[config.mk]
export PLATFORM = sky130hd
export DESIGN_NAME = updown_counter_param_flat
export DESIGN_NICKNAME = d
export VERILOG_FILES = /design/src/rtl/updown_counter_param_if.sv /design/src/rtl/updown_counter_param.sv /design/src/flat_wrapper.sv
export SDC_FILE = /design/constraint.sdc
export NUM_CORES = 1
export LEC_CHECK = 0
export BUFFER_PORTS_ARGS = -buffer_cell sky130_fd_sc_hd__buf_2
export CAP_MARGIN = 20
export CORE_AREA = 2 2 39 41
export DETAILED_ROUTE_END_ITERATION = 10
export DIE_AREA = 0 0 41 43
export GPL_ROUTABILITY_DRIVEN = 0
export PLACE_DENSITY = 0.57
export SYNTH_ARGS = -nofsm -noshare
export SYNTH_HDL_FRONTEND = slang
export SYNTH_SLANG_ARGS = --single-unit
export TNS_END_PERCENT = 5
[constraint.sdc]
create_clock -name i_clk -period 1.8 [get_ports i_clk]
set_input_delay 0.18 -clock i_clk [delete_from_list [all_inputs] [get_ports i_clk]]
set_output_delay 0.18 -clock i_clk [all_outputs]
set_load 0.1 [all_outputs]
[src/rtl/updown_counter_param_if.sv]
// Control/status bundle for one updown_counter_param stage.
// The master drives load data and the active-low controls; the slave returns count, carry and overflow.
interface updown_counter_param_if #(
  parameter int WIDTH = 4
);
  logic [WIDTH-1:0] a;
  logic             u_db;
  logic             enpb;
  logic             entb;
  logic             loadb;
  logic [WIDTH-1:0] q;
  logic             rcob;
  logic             ovf;

  modport master (
    output a, u_db, enpb, entb, loadb,
    input  q, rcob, ovf
  );

  modport slave (
    input  a, u_db, enpb, entb, loadb,
    output q, rcob, ovf
  );
endinterface

[src/rtl/updown_counter_param.sv]
// WIDTH-generic '169-style up/down counter with programmable terminal count,
// optional saturation, sticky overflow flag and asynchronous active-low clear.
module updown_counter_param #(
  parameter int WIDTH     = 4,
  parameter int MAX_COUNT = 2**WIDTH - 1,
  parameter bit SATURATE  = 1'b0
) (
  input  logic                  i_clk,
  input  logic                  i_clrb,
  updown_counter_param_if.slave bus
);

  localparam logic [WIDTH-1:0] MAX_Q = WIDTH'(MAX_COUNT);
  localparam logic [WIDTH-1:0] ONE_Q = WIDTH'(1);

  logic [WIDTH-1:0] r_q;
  logic             r_ovf;
  logic [WIDTH-1:0] w_qNext;
  logic             w_ovfNext;
  logic [WIDTH-1:0] w_loadVal;
  logic             w_atMax;
  logic             w_atZero;
  logic             w_countEn;

  assign w_atMax   = (r_q == MAX_Q);
  assign w_atZero  = (r_q == '0);
  assign w_countEn = ~bus.enpb & ~bus.entb;
  assign w_loadVal = (bus.a > MAX_Q) ? MAX_Q : bus.a;

  // Terminal values are detected by comparison so that Q never leaves 0..MAX_COUNT.
  always_comb begin
    w_qNext   = r_q;
    w_ovfNext = r_ovf;
    if (!bus.loadb) begin
      w_qNext   = w_loadVal;
      w_ovfNext = 1'b0;
    end else if (w_countEn) begin
      if (bus.u_db) begin
        if (w_atMax) begin
          w_ovfNext = 1'b1;
          if (!SATURATE) w_qNext = '0;
        end else begin
          w_qNext = r_q + ONE_Q;
        end
      end else begin
        if (w_atZero) begin
          w_ovfNext = 1'b1;
          if (!SATURATE) w_qNext = MAX_Q;
        end else begin
          w_qNext = r_q - ONE_Q;
        end
      end
    end
  end

  always_ff @(posedge i_clk or negedge i_clrb) begin
    if (!i_clrb) begin
      r_q   <= '0;
      r_ovf <= 1'b0;
    end else begin
      r_q   <= w_qNext;
      r_ovf <= w_ovfNext;
    end
  end

  // Ripple carry/borrow is combinational so cascaded stages see it within the same cycle.
  assign bus.rcob = ~(~bus.entb & ((bus.u_db & w_atMax) | (~bus.u_db & w_atZero)));
  assign bus.q    = r_q;
  assign bus.ovf  = r_ovf;

endmodule

[src/flat_wrapper.sv]
// flat-port wrapper written by rule: the top's interface ports become plain ports
module updown_counter_param_flat 
#(
  parameter int WIDTH     = 4,
  parameter int MAX_COUNT = 2**WIDTH - 1,
  parameter bit SATURATE  = 1'b0
)
  (i_clk, i_clrb, bus_a, bus_u_db, bus_enpb, bus_entb, bus_loadb, bus_q, bus_rcob, bus_ovf);
  updown_counter_param_if #(.WIDTH(WIDTH)) bus_i ();
  input  logic i_clk;
  input  logic i_clrb;
  input wire logic [$bits(bus_i.a)-1:0] bus_a;
  input wire logic [$bits(bus_i.u_db)-1:0] bus_u_db;
  input wire logic [$bits(bus_i.enpb)-1:0] bus_enpb;
  input wire logic [$bits(bus_i.entb)-1:0] bus_entb;
  input wire logic [$bits(bus_i.loadb)-1:0] bus_loadb;
  output wire logic [$bits(bus_i.q)-1:0] bus_q;
  output wire logic [$bits(bus_i.rcob)-1:0] bus_rcob;
  output wire logic [$bits(bus_i.ovf)-1:0] bus_ovf;
  assign bus_i.a = bus_a;
  assign bus_i.u_db = bus_u_db;
  assign bus_i.enpb = bus_enpb;
  assign bus_i.entb = bus_entb;
  assign bus_i.loadb = bus_loadb;
  assign bus_q = bus_i.q;
  assign bus_rcob = bus_i.rcob;
  assign bus_ovf = bus_i.ovf;
  updown_counter_param #(.WIDTH(WIDTH), .MAX_COUNT(MAX_COUNT), .SATURATE(SATURATE)) u_core (.i_clk(i_clk), .i_clrb(i_clrb), .bus(bus_i));
endmodule
==> out/qor_table.md <==
| Quantity | Reported | Unit |
|---|---|---|
| Startpoint-to-endpoint class of the critical path | reg2out | - |
| Worst Max-Slew Pin Slew | 0.486 | ns |
| Global-route wire length before repair | 1.46 | mm |
| Clock tree root driver cell | sky130_fd_sc_hd__clkbuf_4 | - |
| HPWL after detailed placement | 703 | µm |
| Number of global-route vias before repair | 364 | - |
| H-tree Lvls | 1 | - |
| Number of iterations in the first detailed-routing pass | 1 | - |
| Aggregate routed wire length | 928 | µm |
| Quantity of I/O buffers inserted on ports | 15 | - |
| Finish-stage setup viols | 1 | - |
| Die boundary width | 41 | µm |
| Die Y-Extent | 43 | µm |
| Simple-gate area share of the yosys netlist | 0.189 | - |
| Cts bufs inserted | 3 | - |
| Synth Cell Area | 384 | µm² |
| Total of max-cap violations | 0 | - |
| Number of nets in the layout | 82 | - |
| Fin cells | 85 | - |
| Via-to-Cell Ratio | 4.80 | - |
| Failing checks | setup timing | - |
| Fin Setup TNS | -0.0753 | ns |
| Worst vdd rail ir drop | 0.381 | mV |
| Die outline area | 1760 | µm² |
| # DRC | 0 | - |
| Post-Synth XOR/XNOR Area | 0.0456 | - |
| Post-Synth Adder-Cell Area | 0.0651 | - |
| Synth-to-layout area growth | 60.3 | % |
| Clock latency at the later pin of the worst-skew pair | 0.23 | ns |
| Design Power | 509 | µW |
| Total count of hold-check failures in the final report | 0 | - |
| Ant diodes | 0 | - |
| Count of fill cells added during filler insertion | 149 | - |
| Net Count, Synth | 57 | - |
| Dominant combinational cell family by area after synthesis | compound AO/OA/AOI/OAI gates | - |
| Unrepaired setup endpoints after global routing | true | - |
| Type of element launching the critical path | register | - |
| Maximum operating frequency | 533 | MHz |
| GR Layer Usage met3 | 0.0157 | - |
| Largest net degree at the start of global routing | 11 | - |
| Antenna Nets Post-Route | 0 | - |
| Most common cell after layout, fill and taps aside | sky130_fd_sc_hd__buf_2 | - |
| Clock buffer depth | 2 | - |
| Tightest Hold Check Type | in2reg | - |
| Met1 routing resource usage after global routing | 0.148 | - |
| Register bit total from synthesis | 5 | - |
| Status | finished, violations left | - |
| Worst hold slack | 0.183 | ns |
| Multi-input gate area in the final layout | 269 | µm² |
| Share of synthesized area occupied by flip-flops and latches | 0.326 | - |
| Netlist cell types | 26 | - |
| Pins over their slew limit | 0 | - |
| Number of placed cells counting well taps | 79 | - |
| Post-route minimum period | 1.88 | ns |
| IO Pins | 16 | - |
| Reported leakage power | 0.000277 | µW |
| CTS tree | done | - |
| Violation count after the first detailed-routing iteration | 0 | - |
| DR WL/cell | 10.9 | µm |
| Internal reg-to-reg setup slack | 0.20 | ns |
| Overflow after GRT | 0 | - |
| Compound-gate portion of the synthesized area | 0.261 | - |
| Clock transition at the registers of the reported paths | 0.04 | ns |
| Endpoint class of the critical path | output port | - |
| Standard-cell rows | 14 | - |
| Syn. warnings | 0 | - |
| GRT Util Overall | 0.123 | - |
| Core box area | 1380 | µm² |
| Arrival time of the worst setup path | 1.70 | ns |
| Effective utilization at floorplan | 0.278 | - |
| Sequential cell area in the final layout | 135 | µm² |
| Yosys top cell area share | 0.326 | - |
| Power density over the cells | 827 | nW/µm² |
| Share of the core filled with cells | 0.445 | - |
| Largest cells by area after synthesis | sky130_fd_sc_hd__dfrtp_1 33%, sky130_fd_sc_hd__a21oi_1 7.8%, sky130_fd_sc_hd__ha_1 6.5% | - |
| Busiest metal layer after global routing | met2 | - |
| Post-synthesis instance total | 45 | - |
| Antenna violations before repair | 0 | - |
| Met2 global-route usage | 0.194 | - |
| Final cycle utilization of the critical path | 1.04 | - |
| Vias after detailed routing | 408 | - |
| Post-Route Skew | 0.00116 | ns |
| Worst endpoint required time | 1.62 | ns |
| Syn avg cell area | 8.54 | µm² |
| Total number of clock tree sinks | 5 | - |
| Share of layout cells above drive strength 1 | 0.522 | - |
| Maximum net fanout on the critical path | 2 | - |
| Fraction of synthesized area in multiplexers | 0.0521 | - |
| Most frequent cells in the layout | 14 x sky130_fd_sc_hd__buf_2, 6 x sky130_fd_sc_hd__a21oi_1, 6 x sky130_fd_sc_hd__buf_4, 3 x sky130_fd_sc_hd__nor2_1, 3 x sky130_fd_sc_hd__clkbuf_4 | - |
| Worst-case headroom to the max-slew limit | 0.678 | - |
| Setup slack of the critical path after layout | -0.0753 | ns |
| Post-synthesis cell type with the largest combined area | sky130_fd_sc_hd__dfrtp_1 | - |
[path summary, 6_finish.rpt]
path,startpoint,endpoint,cells past startpoint
min in group asynchronous,i_clrb,u_core.bus.q[1]$_DFFE_PN0P_,2
worst min-delay path,bus_a[2],u_core.bus.q[2]$_DFFE_PN0P_,3
worst max register to register,u_core.bus.q[0]$_DFFE_PN0P_,u_core.bus.ovf$_DFFE_PN0P_,7
worst max-delay path,u_core.bus.q[0]$_DFFE_PN0P_,bus_rcob,6
worst min register to register,u_core.bus.ovf$_DFFE_PN0P_,u_core.bus.ovf$_DFFE_PN0P_,2
max in group asynchronous,i_clrb,u_core.bus.q[0]$_DFFE_PN0P_,2
[power breakdown]
group          leakage [µW]  internal [µW]  switching (µW)
logic              0.000206           82.5             159
registers         0.0000559            128            14.8
clock network     0.0000150           83.5            40.7
total              0.000277            294             215
[routing by layer]
layer  up-vias  wire length (µm)
met2         9               459
met1       185               429
met4         0                 0
li1        214                 -
met3         0                39
met5         -                 0
[repair_timing]
item / 4_1_cts / 5_1_grt
hold endpoints to repair: 5 / 0
gates resized for setup: 12 / 0
pin swaps: 2 / 2
setup endpoints to repair: 1 / 1
buffers inserted: 1 / 0
hold buffers: 1 / 0
[Yosys cell counts]
library cell               count
sky130_fd_sc_hd__a21bo_1       1
sky130_fd_sc_hd__a21oi_1       6
sky130_fd_sc_hd__a21oi_2       1
sky130_fd_sc_hd__a31oi_1       1
sky130_fd_sc_hd__buf_1         1
sky130_fd_sc_hd__buf_2         1
sky130_fd_sc_hd__dfrtp_1       5
sky130_fd_sc_hd__ha_1          2
sky130_fd_sc_hd__inv_1         3
sky130_fd_sc_hd__inv_2         1
sky130_fd_sc_hd__mux2i_1       2
sky130_fd_sc_hd__nand2b_1      2
sky130_fd_sc_hd__nand4_1       1
sky130_fd_sc_hd__nor2_1        3
sky130_fd_sc_hd__nor2b_1       1
sky130_fd_sc_hd__nor3_1        1
sky130_fd_sc_hd__nor4_1        1
sky130_fd_sc_hd__nor4b_1       1
sky130_fd_sc_hd__o21ai_0       2
sky130_fd_sc_hd__o21ai_1       1
sky130_fd_sc_hd__o21bai_1      1
sky130_fd_sc_hd__o22ai_1       2
sky130_fd_sc_hd__o311a_1       1
sky130_fd_sc_hd__or3b_2        1
sky130_fd_sc_hd__or4_1         1
sky130_fd_sc_hd__xnor2_1       2
[sequential cells by signal, summed over array words and instances (netlist names)]
| register | flops |
|---|---|
| u_core.bus.q | 4 |
| u_core.bus.ovf | 1 |
[through the flow]
step / cell area [µm²] / worst slack (ns)
after detailed placement: 529 / -0.0620
after global routing: 616 / -0.127
after CTS: 616 / -0.0989
after global placement: 529 / -0.0525
final: 616 / -0.0753
after floorplan: 405 / -0.141
[worst max-delay path: stages, from the launching register on]
cell                       delay (ns)
sky130_fd_sc_hd__dfrtp_4         0.48
sky130_fd_sc_hd__inv_4           0.07
sky130_fd_sc_hd__ha_4            0.12
sky130_fd_sc_hd__or3b_4          0.39
sky130_fd_sc_hd__o21ai_4         0.16
sky130_fd_sc_hd__nand2b_4        0.07
sky130_fd_sc_hd__buf_12          0.16
[area by class of cell]
cell class	instances	area share
clock buffer	4	0.0427
inverter	4	0.0325
multi-input combinational	34	0.437
sequential	5	0.220
tap	16	0.0325
timing repair buffer	22	0.236
[kinds of logic after synthesis]
kind of cell             Yosys count
AO/OA/AOI/OAI                     16
XOR/XNOR                           2
adder cells (fa/ha/maj)            2
buffers and inverters              6
flip-flops                         5
multiplexers                       2
AND/OR/NAND/NOR                   12
(Power assumes the default switching activity.)
